### src/rtl/vx_vgpr_req_arb.sv
// vx_vgpr_req_arb: shares one VGPR bank read port among NUM_REQS operand-collector requesters.
//   - Round-robin request arbitration; a stalled grant is locked until it fires so the bank
//     sees a stable payload.
//   - Grant indices go into a tag FIFO; the bank answers in order, so the FIFO head names the
//     owner of each response.
//   - Up to MAX_PENDING requests may be outstanding; beyond that no grant is issued.
// Optional feature macro: VX_VGPR_ARB_PERF_EN adds perf_stall_out / perf_conflict_out.
// Ports:
//   clk, reset              clock, asynchronous active-high reset
//   req_valid_in/data_in    per-requester request channel (NUM_REQS lanes)
//   req_ready_in            per-requester accept (only the granted lane)
//   req_valid_out/data_out  request towards the VGPR bank, req_ready_out its accept
//   rsp_valid_in/data_in    in-order bank response (no backpressure)
//   rsp_valid_out           one-hot response owner, rsp_data_out broadcast payload
//   pending_cnt             number of accepted-but-unanswered requests
module vx_vgpr_req_arb #(
  parameter int unsigned NUM_REQS    = 4,
  parameter int unsigned REQ_DATAW   = 32,
  parameter int unsigned RSP_DATAW   = 130,
  parameter int unsigned MAX_PENDING = 4
) (
  input  logic                          clk,
  input  logic                          reset,
  input  logic [NUM_REQS-1:0]           req_valid_in,
  input  logic [NUM_REQS*REQ_DATAW-1:0] req_data_in,
  output logic [NUM_REQS-1:0]           req_ready_in,
  output logic                          req_valid_out,
  output logic [REQ_DATAW-1:0]          req_data_out,
  input  logic                          req_ready_out,
  input  logic                          rsp_valid_in,
  input  logic [RSP_DATAW-1:0]          rsp_data_in,
  output logic [NUM_REQS-1:0]           rsp_valid_out,
  output logic [RSP_DATAW-1:0]          rsp_data_out,
  output logic [$clog2(MAX_PENDING):0]  pending_cnt
`ifdef VX_VGPR_ARB_PERF_EN
  ,
  output logic [31:0]                   perf_stall_out,
  output logic [31:0]                   perf_conflict_out
`endif
);

  localparam int unsigned IdxW = $clog2(NUM_REQS);
  localparam int unsigned PtrW = $clog2(MAX_PENDING);
  localparam int unsigned CntW = PtrW + 1;

  typedef enum logic {StIdle, StLocked} state_e;

  state_e              state_q, state_d;
  logic [IdxW-1:0]     lock_idx_q, lock_idx_d;
  logic [IdxW-1:0]     rr_ptr_q, rr_ptr_d;
  logic [IdxW-1:0]     tag_q [MAX_PENDING];
  logic [PtrW-1:0]     wr_ptr_q, rd_ptr_q;
  logic [CntW-1:0]     cnt_q, cnt_d;

  logic                any_valid;
  logic                can_issue;
  logic                has_req;
  logic                fire;
  logic                pop;
  logic [IdxW-1:0]     rr_gnt;
  logic [IdxW-1:0]     gnt;
  logic                found;
  int                  idx;

  // Round-robin search starting at rr_ptr_q.
  always_comb begin
    any_valid = |req_valid_in;
    rr_gnt    = rr_ptr_q;
    found     = 1'b0;
    idx       = 0;
    for (int i = 0; i < int'(NUM_REQS); i++) begin
      idx = int'(rr_ptr_q) + i;
      if (idx >= int'(NUM_REQS)) idx = idx - int'(NUM_REQS);
      if (!found && req_valid_in[IdxW'(idx)]) begin
        found  = 1'b1;
        rr_gnt = IdxW'(idx);
      end
    end
  end

  // A locked grant overrides the search so the stalled payload stays put.
  assign gnt       = (state_q == StLocked) ? lock_idx_q : rr_gnt;
  assign can_issue = (cnt_q < CntW'(MAX_PENDING));
  assign has_req   = any_valid || (state_q == StLocked);

  assign req_valid_out = !reset && can_issue && has_req;
  assign fire          = req_valid_out && req_ready_out;

  always_comb begin
    req_ready_in = '0;
    req_data_out = '0;
    for (int i = 0; i < int'(NUM_REQS); i++) begin
      if (IdxW'(i) == gnt) begin
        req_ready_in[i] = fire;
        if (!reset && has_req) req_data_out = req_data_in[i*REQ_DATAW +: REQ_DATAW];
      end
    end
  end

  // A response with nothing outstanding is dropped rather than popping an empty FIFO.
  assign pop          = !reset && rsp_valid_in && (cnt_q != '0);
  assign rsp_data_out = reset ? '0 : rsp_data_in;

  always_comb begin
    rsp_valid_out = '0;
    for (int i = 0; i < int'(NUM_REQS); i++) begin
      rsp_valid_out[i] = pop && (tag_q[rd_ptr_q] == IdxW'(i));
    end
  end

  assign pending_cnt = cnt_q;

  always_comb begin
    state_d    = state_q;
    lock_idx_d = lock_idx_q;
    rr_ptr_d   = rr_ptr_q;
    cnt_d      = cnt_q;
    unique case (state_q)
      StIdle: begin
        if (req_valid_out && !req_ready_out) begin
          state_d    = StLocked;
          lock_idx_d = gnt;
        end
      end
      StLocked: begin
        if (fire) state_d = StIdle;
      end
      default: state_d = StIdle;
    endcase
    if (fire) rr_ptr_d = (gnt == IdxW'(NUM_REQS - 1)) ? '0 : gnt + IdxW'(1);
    unique case ({fire, pop})
      2'b10:   cnt_d = cnt_q + CntW'(1);
      2'b01:   cnt_d = cnt_q - CntW'(1);
      default: cnt_d = cnt_q;
    endcase
  end

  always_ff @(posedge clk or posedge reset) begin
    if (reset) begin
      state_q    <= StIdle;
      lock_idx_q <= '0;
      rr_ptr_q   <= '0;
      wr_ptr_q   <= '0;
      rd_ptr_q   <= '0;
      cnt_q      <= '0;
      for (int i = 0; i < int'(MAX_PENDING); i++) tag_q[i] <= '0;
    end else begin
      state_q    <= state_d;
      lock_idx_q <= lock_idx_d;
      rr_ptr_q   <= rr_ptr_d;
      cnt_q      <= cnt_d;
      if (fire) begin
        tag_q[wr_ptr_q] <= gnt;
        wr_ptr_q        <= wr_ptr_q + PtrW'(1);
      end
      if (pop) rd_ptr_q <= rd_ptr_q + PtrW'(1);
    end
  end

`ifdef VX_VGPR_ARB_PERF_EN
  logic [31:0] stall_q, conflict_q;
  logic        stall_ev, conflict_ev;

  assign stall_ev    = any_valid && !can_issue;
  // x & (x-1) is non-zero exactly when two or more bits are set.
  assign conflict_ev = ((req_valid_in & (req_valid_in - NUM_REQS'(1))) != '0);

  always_ff @(posedge clk or posedge reset) begin
    if (reset) begin
      stall_q    <= '0;
      conflict_q <= '0;
    end else begin
      if (stall_ev && (stall_q != '1))       stall_q    <= stall_q + 32'd1;
      if (conflict_ev && (conflict_q != '1)) conflict_q <= conflict_q + 32'd1;
    end
  end

  assign perf_stall_out    = stall_q;
  assign perf_conflict_out = conflict_q;
`endif

`ifndef SYNTHESIS
  always_ff @(posedge clk) begin
    if (!reset) begin
      assert (!(rsp_valid_in && (cnt_q == '0)))
        else $warning("vx_vgpr_req_arb: response with no pending request dropped");
    end
  end
`endif

endmodule

### config.mk
export PLATFORM = sky130hd
export DESIGN_NAME = vx_vgpr_req_arb
export DESIGN_NICKNAME = d
export VERILOG_FILES = /design/src/rtl/vx_vgpr_req_arb.sv
export SDC_FILE = /design/constraint.sdc
export NUM_CORES = 1
export LEC_CHECK = 0
export CAP_MARGIN = 15
export CORE_AREA = 8 8 163 165
export DETAILED_ROUTE_END_ITERATION = 12
export DIE_AREA = 0 0 171 173
export GPL_ROUTABILITY_DRIVEN = 1
export PLACE_DENSITY = 0.55
export SYNTH_ARGS = -nofsm -noshare
export SYNTH_HDL_FRONTEND = slang
export SYNTH_SLANG_ARGS = --single-unit
### constraint.sdc
create_clock -name clk -period 4 [get_ports clk]
set_clock_uncertainty 0.1 [all_clocks]
set_input_delay 0.4 -clock clk [delete_from_list [all_inputs] [get_ports clk]]
set_output_delay 0.4 -clock clk [all_outputs]
set_load 0.05 [all_outputs]
# Word-level counts from Yosys, hierarchy flattened

Index checks and enable logic that the tools add are counted.

Flip-flop bits (word level): 20
Input port bits: 266
Logic and storage cells: 121

Add/subtract/negate cells: 12
Magnitude comparators: 12
Equality and inequality tests: 9
Multiplexer cells: 48
Bitwise operators: 3
Reductions and logical operators: 27

Operators by type and width:

| kind                                                                 | number |
|---|---|
| 32-bit two-way mux                                                   | 8 |
| 130-bit two-way mux                                                  | 1 |
| 2-bit two-way mux                                                    | 13 |
| 1-bit two-way mux                                                    | 17 |
| 2-bit by 4-bit < comparator with 1-bit output, second input constant | 4 |
| 3-bit >= comparator, second input constant                           | 5 |
| 1-bit logical AND                                                    | 15 |
| 1-bit binary-select mux with 2-bit select                            | 4 |
| 8-bit bitwise mux                                                    | 1 |
| 2-bit == test, second input constant                                 | 4 |
| 2-bit by 1-bit subtractor with 2-bit output, second input constant   | 4 |
| 2-bit by 1-bit adder with 2-bit output, second input constant        | 3 |
| 2-bit by 2-bit adder with 3-bit output, second input constant        | 2 |
| 2-bit inverter with 3-bit output                                     | 2 |
| 3-bit one-hot mux with 2 select lines                                | 1 |
| 1-bit logical NOT                                                    | 5 |
| 2-bit binary-select mux with 2-bit select                            | 1 |
| 2-bit demux with 2-bit select                                        | 1 |
| 2-bit by 1-bit == test with 1-bit output, second input constant      | 2 |
| 2-bit == test, first input constant                                  | 2 |
| 2-bit logical NOT                                                    | 2 |
| 4-bit OR reduction                                                   | 1 |
| 2-bit by 1-bit adder with 3-bit output, second input constant        | 1 |
| 3-bit by 1-bit adder with 3-bit output, second input constant        | 1 |
| other kinds (11)                                                     | 11 |

# Logic depth before layout (Yosys ltp)

Depth in word-level cells: 24
Depth in mapped cells: 12
Depth with buffers taken out: 9

# Worst setup path after synthesis

Ideal clock, no wire load.

Path kind: in2out
Start point: in req_valid_in[2]
End point: out req_data_out[10]
Arrival time: 3.064 ns
Slack: 0.436 ns
Cell stages on the path: 9
Cell sequence: nor2b_1 o21a_1 o41ai_2 ha_1 clkbuf_1 clkbuf_1 a221oi_1 a211o_1 a21oi_1

Word-level cells in the longest chain between the ends: 22
Elaborated cells between the ends (all ways): 41
Classes of those cells: eq/ne (3); mux (28); reduce/logical (10)

Ends and longest elaborated chain:

| what                                                 | line | text |
|---|---|---|
| start, declared                                      | 24   | `input logic [NUM_REQS-1:0] req_valid_in,` |
| 1-bit binary-select mux with 2-bit select            | 74   | `if (!found && req_valid_in[IdxW'(idx)]) begin` |
| 1-bit two-way mux (not written as such) (2 in a row) | 74   |  |
| 1-bit two-way mux                                    | 74   |  |
| 1-bit logical NOT                                    | 74   |  |
| 1-bit logical AND                                    | 74   |  |
| 1-bit two-way mux                                    | 74   |  |
| 1-bit logical NOT                                    | 74   |  |
| 1-bit logical AND                                    | 74   |  |
| [... 5 more ...]                                     | -    |  |
| net gnt[0]                                           | 61   | `logic [IdxW-1:0] gnt;` |
| 2-bit logical NOT                                    | 93   | `if (IdxW'(i) == gnt) begin` |
| 32-bit two-way mux                                   | 93   |  |
| 32-bit two-way mux                                   | 95   | `if (!reset && has_req) req_data_out = req_data_in[i*REQ_DATAW +: REQ_DATAW];` |
| 32-bit two-way mux                                   | 93   |  |
| 32-bit two-way mux                                   | 95   |  |
| 32-bit two-way mux                                   | 93   |  |
| 32-bit two-way mux                                   | 95   |  |
| 32-bit two-way mux *                                 | 93   |  |
| end, declared                                        | 28   | `output logic [REQ_DATAW-1:0] req_data_out,` |

Mark *: on every way through the listed nets, which the timed path passes. The rest lies on a longest branch. The select of a mux whose other input is x is not followed.

# Worst setup path after layout

Start point: in req_valid_in[2]
End point: out req_data_out[24]

Same word-level chain as after synthesis.

==> summary.txt <==
Routing
  • Vias: 4829
  • Final WL: 26570 µm
  • DRC: 0
  • DR pass1 iterations: 7
  • Routed vias/inst: 4.072
  • 1st-iter DRT viols: 206
  • Final ANT Viol Nets: 0
  • Drt wl/cell: 22.40 µm

Cells and area
  • Finished Layout Cells: 1186
  • Commonest cells after routing, fill and taps aside: clkdlybuf4s50_1 (402), nor2b_1 (132), nand2_1 (45), inv_1 (42), buf_12 (37)
  • Net count, final: 1134
  • Layout area overhead: 165.9%
  • Multi-input logic area: 2315 µm²
  • Register area: 500.5 µm²
  • Commonest non-fill, non-tap cell in the layout: clkdlybuf4s50_1
  • # fillers: 2501
  • Share of layout cells above drive strength 1: 8.411%

Worst setup path
  • R2R depth: 8
  • CP Data Required Time: 3500 ps
  • Buf/Inv on CP: 4
  • Worst Path Class, Setup: in2out
  • Max stage delay on crit path: 480 ps
  • Gate family responsible for the most delay along the worst path: compound AO/OA/AOI/OAI gates
  • RR Endpoint: pending_cnt[2]$_DFFE_PP0P_
  • Slowest cell on crit path: clkdlybuf4s50_1
  • Worst-path fanout max: 31
  • CP cell instances: clkdlybuf4s50_1, nor2b_1, o21a_1, o41ai_2, inv_1, ha_1, nor2b_2, buf_12, a221oi_1, a211o_1, a21oi_1, buf_4
  • Crit path launch: req_valid_in[2]
  • Setup crit end kind: output pin
  • Crit path DAT: 3220 ps
  • Crit path launch type: input pin
  • Flop-to-flop setup slack: 1820 ps

Logic synthesis
  • Cell area after synthesis: 3134 µm²
  • Leading area contributor after synthesis: nor2b_1
  • Synth top area cells: nor2b_1 (27%), dfrtp_1 (16%), a211o_1 (8.7%)
  • Gate count of the mapped netlist: 441
  • Syn_area_per_cell: 7.107 µm²
  • Yosys warns: 0
  • Top cell type's share of synthesized area: 26.55%
  • Netlist cell types: 41
  • Register area share after synthesis: 15.97%
  • FF+latch count, synth: 20
  • Synthesized Nets: 717

Hold path
  • Hold EP: tag_q[1]$_DFFE_PP0P_
  • Hold Crit Start: tag_q[1]$_DFFE_PP0P_
  • Hold Path Class: reg2reg
  • Hold Path Stages: 1

Floorplanning
  • Die width: 171 µm
  • Io pins: 440
  • Die height: 173 µm
  • # rows: 57
  • Core area: 23960 µm²
  • Initial Util: 13.08%
  • Die footprint: 29580 µm²

Timing
  • Max Slew Vio Count: 0
  • Sum of negative setup slack: 0 ps
  • Period utilization: 93.02%
  • RSZ-0062 raised after global routing: false
  • Slew HR: 53.03%
  • Setup Viol. Count Final: 0
  • Fmax: 268.8 MHz
  • Slew at the pin with the worst max-slew slack: 702.4 ps
  • Endpoints failing hold: 0
  • Min Tclk post-route: 3721 ps

Placement
  • HPWL Detailed: 23400 µm
  • # port buffers: 439
  • Routability congestion estimate: 0.8784
  • Inst Count DP: 1177

Run status
  • Run status: completed

Power and ir drop
  • PD cells: 610.4 nW/µm²
  • Peak VDD IR: 0.0003952 V
  • Leakage power: 3.252 nW

Clock network
  • Longest Clk Path Bufs: 2
  • Post-CTS setup buffers: 0
  • Clock sink count: 20
  • Worst-Skew Late Latency: 240 ps
  • Resize count post-CTS: 0
  • Clk slew on worst S/H paths: 50 ps
  • Depth of the CTS H-tree: 1
  • CTS Buf Count: 3
  • Clock root buffer: clkbuf_16
  • CTS hold repair buffers: 0
  • CTS tree: done

Global routing
  • Gr usage total: 16.75%
  • Overflow after GRT: 0
  • Initial antenna violation count: 16
  • Largest net degree at the start of global routing: 75
  • Number of global-route vias before repair: 5080
  • First-pass GRT wire length: 36690 µm

Run
  • Max Cap Viol: 0
metal layers:
metal	global-route usage, %	routed length, µm	vias to the layer above
li1	-	-	2327
met1	14.70	8340	2166
met2	32.09	13690	284
met3	10.27	4031	34
met4	2.537	394	18
met5	0	111	-
report_power, final:
group / leakage (nW) / internal (mW) / switching [mW] / total [mW]
Combinational: 2.97 / 2.02 / 2.48 / 4.50
Clock: 0.0370 / 0.131 / 0.0641 / 0.196
Sequential: 0.244 / 0.302 / 0.0939 / 0.395
cell usage after synthesis, drive strengths merged:
master   instances
nor2b          133
nand2           46
inv             43
a21oi           34
clkbuf          32
a211o           31
a221oi          31
dfrtp           20
mux2            10
ha               9
buf              8
nor2             7
o21ai            5
and2             4
xnor2            3
xor2             3
mux4             2
nand2b           2
o21a             2
or4              2
a211oi           1
a22oi            1
a31oi            1
and3             1
and3b            1
fa               1
mux2i            1
nor3             1
nor3b            1
o2111ai          1
o211a            1
o311a            1
o41ai            1
or3              1
worst max-delay path by stage:
| stage | endpoint | slack, ps | cells past startpoint |
|---|---|---|---|
| 5_1_grt | req_data_out[24] | 0.2 | 12 |
| 4_1_cts | req_data_out[24] | 180 | 12 |
| 6_report | req_data_out[24] | 280 | 12 |
| 3_5_place_dp | req_data_out[24] | 180 | 12 |
| 3_3_place_gp | req_data_out[24] | 290 | 12 |
| 2_1_floorplan | req_data_out[10] | 440 | 9 |
cell families after synthesis:
family	synth area share [%]
AO/OA/AOI/OAI	26.51
XOR/XNOR	1.677
adder cells (fa/ha/maj)	4.232
buffers and inverters	10.42
flip-flops	15.97
multiplexers	5.349
AND/OR/NAND/NOR	35.85
flip-flops by register name (all words and copies together), names as in the netlist, named ones only:
register	count
tag_q	8
pending_cnt	3
lock_idx_q	2
rd_ptr_q	2
rr_ptr_q	2
wr_ptr_q	2
metrics by stage:
stage	setup WS (ps)	hold slack [ps]	area (µm²)	total power, mW	utilization [%]
floorplan	436.3	288.1	3134	2.954	-
detailed placement	182.7	381.7	8244	4.960	34.40
global placement	293.3	373.4	8244	4.943	34.40
global route	0.2394	420.3	8322	5.386	34.73
finish	279.1	388.3	8334	5.087	34.78
CTS	178.8	393.4	8319	5.176	34.72
final cells by class:
| type | instances | area share [%] |
|---|---|---|
| Sequential cell | 20 | 6.005 |
| Timing Repair Buffer | 452 | 58.34 |
| Clock buffer | 3 | 0.9008 |
| Antenna cell | 6 | 0.1802 |
| Multi-Input combinational cell | 338 | 27.77 |
| Tap cell | 324 | 4.864 |
| Inverter | 43 | 1.937 |
(Power assumes the default switching activity.)
